[src/rtl/mem_stage.sv]
// mem_stage: memory-access stage between EXE and WB.
// Captures SRAM load data on the first cycle so a WB stall cannot corrupt it.
module mem_stage (
  input  logic        clk,
  input  logic        reset,
  input  logic        ready_go_exe,
  output logic        allow_in,
  input  logic [31:0] inst_from_exe,
  input  logic [31:0] pc_from_exe,
  input  logic [31:0] alu_result_from_exe,
  input  logic        reg_en_from_exe,
  input  logic        mem_ld_from_exe,
  input  logic [4:0]  dest_from_exe,
  input  logic [31:0] data_sram_rdata,
  output logic        ready_go,
  input  logic        WB_allow_in,
  output logic [31:0] inst_mem,
  output logic [31:0] pc_mem,
  output logic [31:0] final_result,
  output logic        reg_en,
  output logic [4:0]  dest,
  output logic        valid,
  output logic [31:0] forward_data_mem,
  output logic        forward_en_mem
);

  logic        valid_q, valid_d;
  logic        first_q, first_d;
  logic [31:0] inst_q, inst_d;
  logic [31:0] pc_q, pc_d;
  logic [31:0] alu_q, alu_d;
  logic        reg_en_q, reg_en_d;
  logic        mem_ld_q, mem_ld_d;
  logic [4:0]  dest_q, dest_d;
  logic [31:0] hold_q, hold_d;

  logic        accept;
  logic [31:0] ld_word;
  logic [31:0] ld_val;
  logic [7:0]  byte_v;
  logic [15:0] half_v;
  logic [9:0]  op;

  assign ready_go = valid_q;
  assign allow_in = ~valid_q | (ready_go & WB_allow_in);
  assign accept   = ready_go_exe & allow_in;

  always_comb begin
    valid_d = valid_q;
    if (accept)
      valid_d = 1'b1;
    else if (ready_go & WB_allow_in)
      valid_d = 1'b0;
    first_d  = accept;
    hold_d   = first_q ? data_sram_rdata : hold_q;
    inst_d   = inst_q;
    pc_d     = pc_q;
    alu_d    = alu_q;
    reg_en_d = reg_en_q;
    mem_ld_d = mem_ld_q;
    dest_d   = dest_q;
    if (accept) begin
      inst_d   = inst_from_exe;
      pc_d     = pc_from_exe;
      alu_d    = alu_result_from_exe;
      reg_en_d = reg_en_from_exe;
      mem_ld_d = mem_ld_from_exe;
      dest_d   = dest_from_exe;
    end
  end

  always_ff @(posedge clk or negedge reset) begin
    if (!reset) begin
      valid_q  <= 1'b0;
      first_q  <= 1'b0;
      inst_q   <= '0;
      pc_q     <= '0;
      alu_q    <= '0;
      reg_en_q <= 1'b0;
      mem_ld_q <= 1'b0;
      dest_q   <= '0;
      hold_q   <= '0;
    end else begin
      valid_q  <= valid_d;
      first_q  <= first_d;
      inst_q   <= inst_d;
      pc_q     <= pc_d;
      alu_q    <= alu_d;
      reg_en_q <= reg_en_d;
      mem_ld_q <= mem_ld_d;
      dest_q   <= dest_d;
      hold_q   <= hold_d;
    end
  end

  // SRAM output is only trustworthy in the first cycle after accept
  always_comb begin
    ld_word = first_q ? data_sram_rdata : hold_q;
    op      = inst_q[31:22];
    case (alu_q[1:0])
      2'd0:    byte_v = ld_word[7:0];
      2'd1:    byte_v = ld_word[15:8];
      2'd2:    byte_v = ld_word[23:16];
      default: byte_v = ld_word[31:24];
    endcase
    half_v = alu_q[1] ? ld_word[31:16] : ld_word[15:0];
    case (op)
      10'h0a0: ld_val = {{24{byte_v[7]}}, byte_v};
      10'h0a1: ld_val = {{16{half_v[15]}}, half_v};
      10'h0a8: ld_val = {24'd0, byte_v};
      10'h0a9: ld_val = {16'd0, half_v};
      default: ld_val = ld_word;
    endcase
  end

  assign final_result     = mem_ld_q ? ld_val : alu_q;
  assign inst_mem         = inst_q;
  assign pc_mem           = pc_q;
  assign reg_en           = reg_en_q;
  assign dest             = dest_q;
  assign valid            = valid_q;
  assign forward_data_mem = final_result;
  assign forward_en_mem   = valid_q & reg_en_q;

endmodule

[config.mk]
export PLATFORM = sky130hd
export DESIGN_NAME = mem_stage
export DESIGN_NICKNAME = d
export VERILOG_FILES = /design/src/rtl/mem_stage.sv
export SDC_FILE = /design/constraint.sdc
export NUM_CORES = 1
export LEC_CHECK = 0
export BUFFER_PORTS_ARGS = -buffer_cell sky130_fd_sc_hd__buf_4
export CAP_MARGIN = 20
export CORE_MARGIN = 2
export CORE_UTILIZATION = 54
export CTS_BUF_LIST = sky130_fd_sc_hd__clkbuf_4
export DETAILED_ROUTE_END_ITERATION = 8
export PLACE_DENSITY = 0.88
export REMOVE_ABC_BUFFERS = 1
export SYNTH_ARGS = -nofsm -noshare
export SYNTH_HDL_FRONTEND = slang
export SYNTH_SLANG_ARGS = --single-unit
[constraint.sdc]
create_clock -name clk -period 5.29 [get_ports clk]
set_clock_uncertainty 0.05 [all_clocks]
set_input_delay 0.529 -clock clk [delete_from_list [all_inputs] [get_ports clk]]
set_output_delay 0.529 -clock clk [all_outputs]
set_load 0.005 [all_outputs]
* After elaboration in Yosys (flattened, before gate mapping)
Index checks and enable logic that the tools add are counted.
** Operators by class
- Mux-type cells :: 7
- Reductions and logical operators :: 2
- Bitwise logic cells :: 5
- Equality and inequality tests :: 6
** Operator list (number)
- 32-bit case mux with 4 select lines :: 1
- 32-bit 2-to-1 mux :: 2
- 10-bit by 8-bit equality test with 1-bit output, second input constant :: 4
- 8-bit case mux with 3 select lines :: 1
- 16-bit 2-to-1 mux :: 1
- 1-bit bitwise AND :: 3
- 2-bit by 1-bit equality test with 1-bit output, second input constant :: 1
- 2-bit equality test, second input constant :: 1
- 2-bit zero test :: 1
- 1-bit 2-to-1 mux :: 2
- 2-bit nonzero test :: 1
- 1-bit NOT :: 1
- 1-bit OR :: 1
** Word-level totals
- Bits in registers :: 137
- Bits of input ports :: 139

* Logic depth before layout (Yosys ltp)
Gate-level depths: netlist (run 1).
- Depth after elaboration :: 4
- Gate-level depth with buffers :: 9
- Mapped depth without buffers :: 5

* Least setup slack after synthesis (run 1)
Ideal clock, no wire load.
- Path kind :: register -> output
- Start :: register first_q
- End :: output forward_data_mem[10]
- Cell stages (with the launch flop) :: 8
- Path slack :: 2.605 ns
- Path buffers :: 3
- Arrival time :: 2.106 ns
- Path through :: dfrtp_1 buf_6 mux2_4 mux4_2 buf_6 a311oi_4 a221oi_1 buf_4
** On the way
- Longest elaborated chain between the ends :: 4
** Ends and longest elaborated chain
- start, declared :: RTL line 28 : logic first_q, first_d;
- start signal, assigned :: RTL line 85 : first_q <= first_d;
- 32-bit 2-to-1 mux (*) :: RTL line 98 : ld_word = first_q ? data_sram_rdata : hold_q;
- 8-bit case mux with 3 select lines / 16-bit 2-to-1 mux (equally long branches) :: RTL line 100, 106
- 32-bit case mux with 4 select lines (*) :: RTL line 107 : case (op)
- 32-bit 2-to-1 mux (*) :: RTL line 116 : assign final_result = mem_ld_q ? ld_val : alu_q;
- end, declared :: RTL line 23 : output logic [31:0] forward_data_mem,
Mark *: on every way between the ends. The rest lies on a longest branch, timed or not.

* Worst setup path in the final report (run 1)
- Start :: register first_q
- End :: output forward_data_mem[11]
Same word-level chain as after synthesis.

==> impl_metrics.env, run 1 <==
export IMPL_status="complete, no violations"
export IMPL_setup_ws_ns=1.18
export IMPL_fill_cells=875
export IMPL_peakVddDrop_uv=256
export IMPL_drt_iter0_drc=292
export IMPL_critPathKind="reg -> out"
export IMPL_first_global_vias=5610
export IMPL_ctsHtreeMaxLevel=4
export IMPL_power_density_nw_per_um2=339
export IMPL_hold_class="in -> reg"
export IMPL_setup_worst_path_start_class="flop"
export IMPL_r2r_cells=4
export IMPL_fin_crit_sh=0.776
export IMPL_ctsResizeCount=0
export IMPL_cts_clk_slew_worst_paths_ns=0.12
export IMPL_final_max_slew_violation_count=0
export IMPL_ios=277
export IMPL_die_x_extent_um=117
export IMPL_vias=5310
export IMPL_floorplan_core_area_um2=12500
export IMPL_detailed_place_hpwl_um=13800
export IMPL_path_max_fanout=23
export IMPL_finalNetCount=902
export IMPL_mostFrequentLayoutCell="sky130_fd_sc_hd__buf_4"
export IMPL_drt_drc=0
export IMPL_synthCells=534
export IMPL_routed_wire_length_per_instance_um=20.0
export IMPL_power_internal_uw=2230
export IMPL_area_delta_synth_final_pct=33.7
export IMPL_ctsRootBufferMaster="sky130_fd_sc_hd__clkbuf_4"
export IMPL_globalRouteTotalUtil=0.280
export IMPL_fp_row_count=41
export IMPL_most_common_layout_cells="sky130_fd_sc_hd__buf_4 (282), sky130_fd_sc_hd__dfrtp_1 (135), sky130_fd_sc_hd__mux2_2 (130)"
export IMPL_finalWorstPathRequiredPeriod_ns=4.11
export IMPL_clk_latency_ns=0.54
export IMPL_timing_setup_tns_ns=0
export IMPL_switching_power_uw=884
export IMPL_ys_seq_elements=137
export IMPL_power_switching_fraction=0.283
export IMPL_slew_worst_pin_ns=0.980
export IMPL_timing_hold_ws_ns=0.155
export IMPL_critical_path_arrival_ns=3.53
export IMPL_global_route_overflow_total=0
export IMPL_clock_sinks=137
export IMPL_tritoncts="yes"
export IMPL_num_cts_buffers=17
export IMPL_synth_lib_cells_used_distinct=30
export IMPL_routed_wl_um=18900
export IMPL_post_place_ws_ns=1.78
export IMPL_crit_path_end_kind="output port"
export IMPL_antenna_diode_count=0
export IMPL_timing_rr_end="pc_mem[21]$_DFFE_PN0P_"
export IMPL_ant_nets=0
export IMPL_hold_path_startpoint="inst_from_exe[27]"
export IMPL_ys_warnings_count=0
export IMPL_rr_startpoint="ready_go$_DFFE_PN0P_"
export IMPL_initial_core_util=0.549
export IMPL_grt_antenna_before_repair=0
export IMPL_first_pass_grt_wire_length_um=28600
export IMPL_sequential_to_total_area_share_from_yosys_stat=0.499
export IMPL_drt_pass1_iterations=4
export IMPL_die_height_um=117
export IMPL_hold_depth=2
export IMPL_post_route_cell_area_um2=9190
export IMPL_minimum_setup_slack_among_reg_to_reg_paths_ns=2.86
export IMPL_grt_start_max_net_pins=85
export IMPL_hold_end="inst_mem[27]$_DFFE_PN0P_"
export IMPL_detail_route_vias_per_cell=5.60
export IMPL_grt_setup_unrepaired="false"
export IMPL_post_cts_setup_buffer_count=0
export IMPL_design_die_area_um2=13600
export IMPL_timing_final_setup_violations=0
export IMPL_seqPwrFrac=0.422
export IMPL_maxCapViolCount=0
export IMPL_clock_buffer_depth=2
export IMPL_share_clk_of_total_power=0.277
export IMPL_power_static_leakage_uw=0.00420
export IMPL_pwr_share_comb=0.300
export IMPL_finalHoldViolCount=0
export IMPL_syn_cell_area_um2=6870
export IMPL_worst_endpoint_required_ns=4.71
export IMPL_port_buffers=276
export IMPL_placedInstanceArea_um2=8810
export IMPL_ctsHoldBuffers=1
export IMPL_max_clock_freq_mhz=244
export IMPL_synthesis_area_per_instance_um2=12.9
export IMPL_slew_headroom=0.347
export IMPL_place_gp_congestion=0.839
export IMPL_drive_gt1_frac=0.608
kinds of logic after synthesis:
| group | synth area share |
|---|---|
| muxes | 0.307 |
| DFF | 0.499 |
| buffers and inverters | 0.0687 |
| AOI/OAI and AO/OA | 0.0809 |
| and+or+nand+nor | 0.0441 |
synth_stat cells:
cell                          n  area, µm²
sky130_fd_sc_hd__buf_6        2       22.5
sky130_fd_sc_hd__a311oi_4     1       26.3
sky130_fd_sc_hd__a221oi_1     7       61.3
sky130_fd_sc_hd__nand2b_1     3       18.8
sky130_fd_sc_hd__a21oi_1     10       50.1
sky130_fd_sc_hd__a211oi_1    16        120
sky130_fd_sc_hd__nand4_1      1       6.26
sky130_fd_sc_hd__mux4_1       1       26.3
sky130_fd_sc_hd__and3b_1      1       8.76
sky130_fd_sc_hd__a41o_1       1       10.0
sky130_fd_sc_hd__o21ai_0      2       10.0
sky130_fd_sc_hd__nor4b_1      2       17.5
sky130_fd_sc_hd__mux2_4       1       15.0
sky130_fd_sc_hd__buf_4       33        248
sky130_fd_sc_hd__a31oi_1      8       50.1
sky130_fd_sc_hd__o22ai_1     17        106
sky130_fd_sc_hd__mux4_2      22        495
sky130_fd_sc_hd__clkbuf_1    29        109
sky130_fd_sc_hd__nand3_1     11       55.1
sky130_fd_sc_hd__nand2_1     11       41.3
sky130_fd_sc_hd__and2_1       2       12.5
sky130_fd_sc_hd__buf_1        2       7.51
sky130_fd_sc_hd__mux2i_1     11        110
sky130_fd_sc_hd__a2bb2oi_1    7       61.3
sky130_fd_sc_hd__mux2_2     130       1460
sky130_fd_sc_hd__buf_2        8       40.0
sky130_fd_sc_hd__nor2_1      38        143
sky130_fd_sc_hd__a21boi_0     8       60.1
sky130_fd_sc_hd__inv_1       12       45.0
sky130_fd_sc_hd__dfrtp_1    137       3430
state kept, by name (all words and copies together) (netlist names):
register,cells
alu_q,32
hold_q,32
inst_mem,32
pc_mem,32
dest,5
first_q,1
mem_ld_q,1
ready_go,1
reg_en,1
worst max-delay path by stage:
| stage | cells after the start | slack (ns) | endpoint | startpoint |
|---|---|---|---|---|
| 3_3_place_gp | 6 | 1.88 | forward_data_mem[14] | first_q$_DFF_PN0_ |
| 4_1_cts | 6 | 1.16 | final_result[9] | first_q$_DFF_PN0_ |
| 2_1_floorplan | 4 | 1.30 | final_result[10] | inst_mem[28]$_DFFE_PN0P_ |
| 6_report | 6 | 1.18 | forward_data_mem[11] | first_q$_DFF_PN0_ |
| 3_5_place_dp | 6 | 1.78 | final_result[9] | first_q$_DFF_PN0_ |
| 5_1_grt | 6 | 0.95 | final_result[9] | first_q$_DFF_PN0_ |
power by group through the flow:
stage | registers (µW) | clock network [µW] | logic [µW]
CTS | 1310 | 880 | 946
global route | 1340 | 924 | 1020
finish | 1320 | 865 | 937
floorplan | 1330 | 0 | 426
global placement | 1320 | 0 | 917
detailed placement | 1330 | 0 | 941
worst max-delay path, cell delays in order, from the launching register on:
cell	delay, ns
sky130_fd_sc_hd__dfrtp_2	0.75
sky130_fd_sc_hd__mux2i_1	0.35
sky130_fd_sc_hd__inv_1	0.09
sky130_fd_sc_hd__mux4_2	0.69
sky130_fd_sc_hd__a311oi_4	0.68
sky130_fd_sc_hd__a221oi_1	0.21
sky130_fd_sc_hd__buf_4	0.21
layer usage:
metal	global-route usage	vias up	part of all wire
met5	0	-	0
met4	0.0973	0	0.020
li1	-	2395	-
met3	0.0922	31	0.095
met1	0.321	2627	0.37
met2	0.495	257	0.51
through the flow:
| step | total power, µW | cells | util |
|---|---|---|---|
| 4_1_cts | 3140 | 948 | 0.734 |
| 3_3_place_gp | 2240 | 915 | 0.704 |
| 2_1_floorplan | 1750 | 460 | - |
| 5_1_grt | 3280 | 948 | 0.734 |
| 6_report | 3120 | 948 | 0.734 |
| 3_5_place_dp | 2270 | 915 | 0.704 |
layout make-up:
class / instances / area [µm²] / area share
flip-flops and latches: 137 / 3430 / 0.373
multi-input cells: 311 / 2990 / 0.325
repair buffers: 284 / 2140 / 0.233
clock inverters: 13 / 225 / 0.0245
well taps: 172 / 215 / 0.0234
clock buffers: 19 / 143 / 0.0155
inverters: 12 / 45.0 / 0.00490
Power figures use the tool's default switching activity.
==> run 2, diff against run 1 <==
Settings changed: ABC_AREA set to 1, CORE_UTILIZATION 54 to 50, PLACE_DENSITY 0.88 to 0.82.
Clock period 5.29 ns to 4.1 ns, I/O delays scaled along.
==> run 2 against run 1 <==
First-iteration DRC count increased by 130%. Sequential power grew 26%. Global-route usage increased by 6.1 points. Routed wire length rose by 31%. Die area up 8.1%. Sequential cell count did not move. Register-to-register slack lost 1.1 ns. Area after synthesis rose by 0.35%. Final area grew 11%. Critical path type unchanged. Highest routed layer unchanged.
==> impl_metrics.env, run 2 <==
export IMPL_clk_latency_ns=0.58
export IMPL_port_buffers=276
export IMPL_synthCells=942
export IMPL_synth_top_area_frac=0.497
export IMPL_first_pass_grt_wire_length_um=38300
export IMPL_register_area_um2=3430
export IMPL_wl_met2_um=12200
export IMPL_post_synth_top_area_cell="sky130_fd_sc_hd__dfrtp_1"
export IMPL_detailed_place_hpwl_um=14200
export IMPL_detail_route_vias_per_cell=5.22
export IMPL_die_x_extent_um=121
export IMPL_critical_path_arrival_ns=2.94
export IMPL_tritoncts="yes"
export IMPL_timing_critical_path_slowest_stage_cell="sky130_fd_sc_hd__dfrtp_1"
export IMPL_pwr_share_comb=0.321
export IMPL_vias=7664
export IMPL_grt_setup_unrepaired="false"
export IMPL_power_internal_uw=2600
export IMPL_fill_cells=925
export IMPL_globalRouteTotalUtil=0.341
export IMPL_finalNetCount=1418
export IMPL_clock_buffer_depth=2
export IMPL_slew_headroom=0.312
export IMPL_first_global_vias=7486
export IMPL_ctsHtreeMaxLevel=4
export IMPL_area_delta_synth_final_pct=47.8
export IMPL_number_of_enable_flip_flop_cells_after_synthesis=0
export IMPL_final_core_utilization=0.763
export IMPL_place_gp_congestion=0.872
export IMPL_post_synth_main_area_contributors="sky130_fd_sc_hd__dfrtp_1 (50%), sky130_fd_sc_hd__nand2_1 (28%), sky130_fd_sc_hd__buf_4 (3.9%)"
export IMPL_worst_endpoint_required_ns=3.64
export IMPL_detailroute_wirelength_met3_um=2340
export IMPL_grt_antenna_before_repair=0
export IMPL_ant_nets=0
export IMPL_multi_input_comb_area_um2=2840
export IMPL_routed_wire_length_per_instance_um=16.9
export IMPL_timing_setup_tns_ns=0
export IMPL_clock_sinks=137
export IMPL_power_switching_fraction=0.331
export IMPL_die_height_um=121
export IMPL_worst_path_largest_cell_delay_ns=0.97
export IMPL_power_density_nw_per_um2=382
export IMPL_timing_critical_path_cells="nand2_2 > clkinv_1 > nand3_1 > nand3_4 > nand3_1 > nand2_1 > nand2_1 > buf_4"
export IMPL_switching_power_uw=1290
export IMPL_sequential_to_total_area_share_from_yosys_stat=0.497
export IMPL_maxCapViolCount=0
export IMPL_ios=277
export IMPL_maxUsedRoutingLayer="met4"
export IMPL_routed_wl_um=24800
export IMPL_timing_final_setup_violations=0
export IMPL_path_max_fanout=26
export IMPL_slew_worst_pin_ns=1.03
export IMPL_fin_crit_sh=0.829
export IMPL_seqPwrFrac=0.428
export IMPL_fp_row_count=42
export IMPL_drt_iter0_drc=667
export IMPL_ys_warnings_count=0
export IMPL_share_clk_of_total_power=0.251
export IMPL_drt_pass1_iterations=5
export IMPL_peakVddDrop_uv=303
export IMPL_syn_cell_area_um2=6890
export IMPL_ys_seq_elements=137
export IMPL_antenna_diode_count=0
export IMPL_most_common_layout_cells="sky130_fd_sc_hd__nand2_1 (518), sky130_fd_sc_hd__buf_4 (284), sky130_fd_sc_hd__dfrtp_1 (137)"
export IMPL_post_synth_top_count_cell="sky130_fd_sc_hd__nand2_1"
export IMPL_synthesis_area_per_instance_um2=7.32
export IMPL_power_static_leakage_uw=0.00568
export IMPL_routedLengthMet1_um=9000
export IMPL_crit_path_end_kind="output port"
export IMPL_status="complete, no violations"
export IMPL_final_max_slew_violation_count=0
export IMPL_global_route_overflow_total=0
export IMPL_finalHoldViolCount=0
export IMPL_async_reset_ff_frac=1.00
export IMPL_drive_gt1_frac=0.272
export IMPL_finalWorstPathRequiredPeriod_ns=3.40
export IMPL_synth_lib_cells_used_distinct=28
export IMPL_mostFrequentLayoutCell="sky130_fd_sc_hd__nand2_1"
export IMPL_ctsRootBufferMaster="sky130_fd_sc_hd__clkbuf_4"
export IMPL_critPathKind="reg -> out"
export IMPL_max_clock_freq_mhz=294
export IMPL_design_die_area_um2=14700
export IMPL_floorplan_core_area_um2=13300
export IMPL_drt_drc=0
export IMPL_initial_core_util=0.516
export IMPL_setup_worst_path_start_class="flop"
export IMPL_setup_ws_ns=0.700
export IMPL_yosys_most_used_dff="sky130_fd_sc_hd__dfrtp_1"
export IMPL_post_place_ws_ns=1.41
export IMPL_hold_class="in -> reg"
export IMPL_synthTopCellsByCount="sky130_fd_sc_hd__nand2_1 (519), sky130_fd_sc_hd__dfrtp_1 (137), sky130_fd_sc_hd__nand3_1 (53)"
export IMPL_grt_start_max_net_pins=94
export IMPL_cts_clk_slew_worst_paths_ns=0.11
export IMPL_num_cts_buffers=17
## run 2: critical path: cells and delay by family, from the launching register on
family                 cells  cell delay [ns]
buffers and inverters      2             0.38
flip-flops                 1             0.97
AND/OR/NAND/NOR            6             1.00
## run 2: cell type report
type | instances | share of cell area
sequential | 137 | 0.336
timing repair buffer | 395 | 0.318
multi-input combinational | 689 | 0.279
tap | 176 | 0.0216
clock buffer | 21 | 0.0155
clock inverter | 11 | 0.0146
inverter | 39 | 0.0145
## run 2: layer usage
metal	vias up	track usage
li1	3510	-
met5	-	0
met3	107	0.0912
met1	3576	0.407
met2	471	0.565
met4	0	0.176
## run 2: cells by family (layout without fill, tap and decap cells)
| family | Yosys count | in the layout | share of synthesized area |
|---|---|---|---|
| buffers and inverters | 116 | 466 | 0.0915 |
| AOI/OAI and AO/OA | 27 | 27 | 0.0205 |
| and+or+nand+nor | 662 | 662 | 0.391 |
| DFF | 137 | 137 | 0.497 |
## run 2: power by group through the flow
stage / logic [µW] / registers, µW / clock network, µW
after floorplan: 477 / 1670 / 0
after global placement: 1100 / 1670 / 0
after detailed placement: 1120 / 1670 / 0
after CTS: 1210 / 1650 / 979
after global routing: 1360 / 1680 / 1040
final: 1250 / 1660 / 976
## run 2: stage by stage
step | instance area [µm²] | hold slack (ns) | total power, µW | cells
4_1_cts | 10200 | 0.00348 | 3840 | 1468
3_3_place_gp | 8780 | 0.406 | 2760 | 1326
5_1_grt | 10200 | 0.0137 | 4090 | 1468
3_5_place_dp | 8780 | 0.408 | 2790 | 1326
6_report | 10200 | 0.0470 | 3890 | 1468
2_1_floorplan | 6410 | 0.0644 | 2150 | 865
## run 2: final timing paths
path | from | end | slack (ns) | depth (start not counted)
worst max-delay path | alu_q[1]$_DFFE_PN0P_ | forward_data_mem[28] | 0.70 | 8
worst min-delay path | data_sram_rdata[3] | hold_q[3]$_DFF_PN0_ | 0.05 | 3
worst max register to register | ready_go$_DFFE_PN0P_ | inst_mem[1]$_DFFE_PN0P_ | 1.75 | 6
worst min register to register | alu_q[3]$_DFFE_PN0P_ | alu_q[3]$_DFFE_PN0P_ | 0.44 | 2
max in group asynchronous | reset | alu_q[17]$_DFFE_PN0P_ | 2.66 | 3
min in group asynchronous | reset | hold_q[24]$_DFF_PN0_ | 0.43 | 2
## run 2: repair_timing
item,in CTS,in global routing
endpoints found under the hold margin,198,0
resized for setup,0,0
setup buffers,0,0
hold buffers,110,0
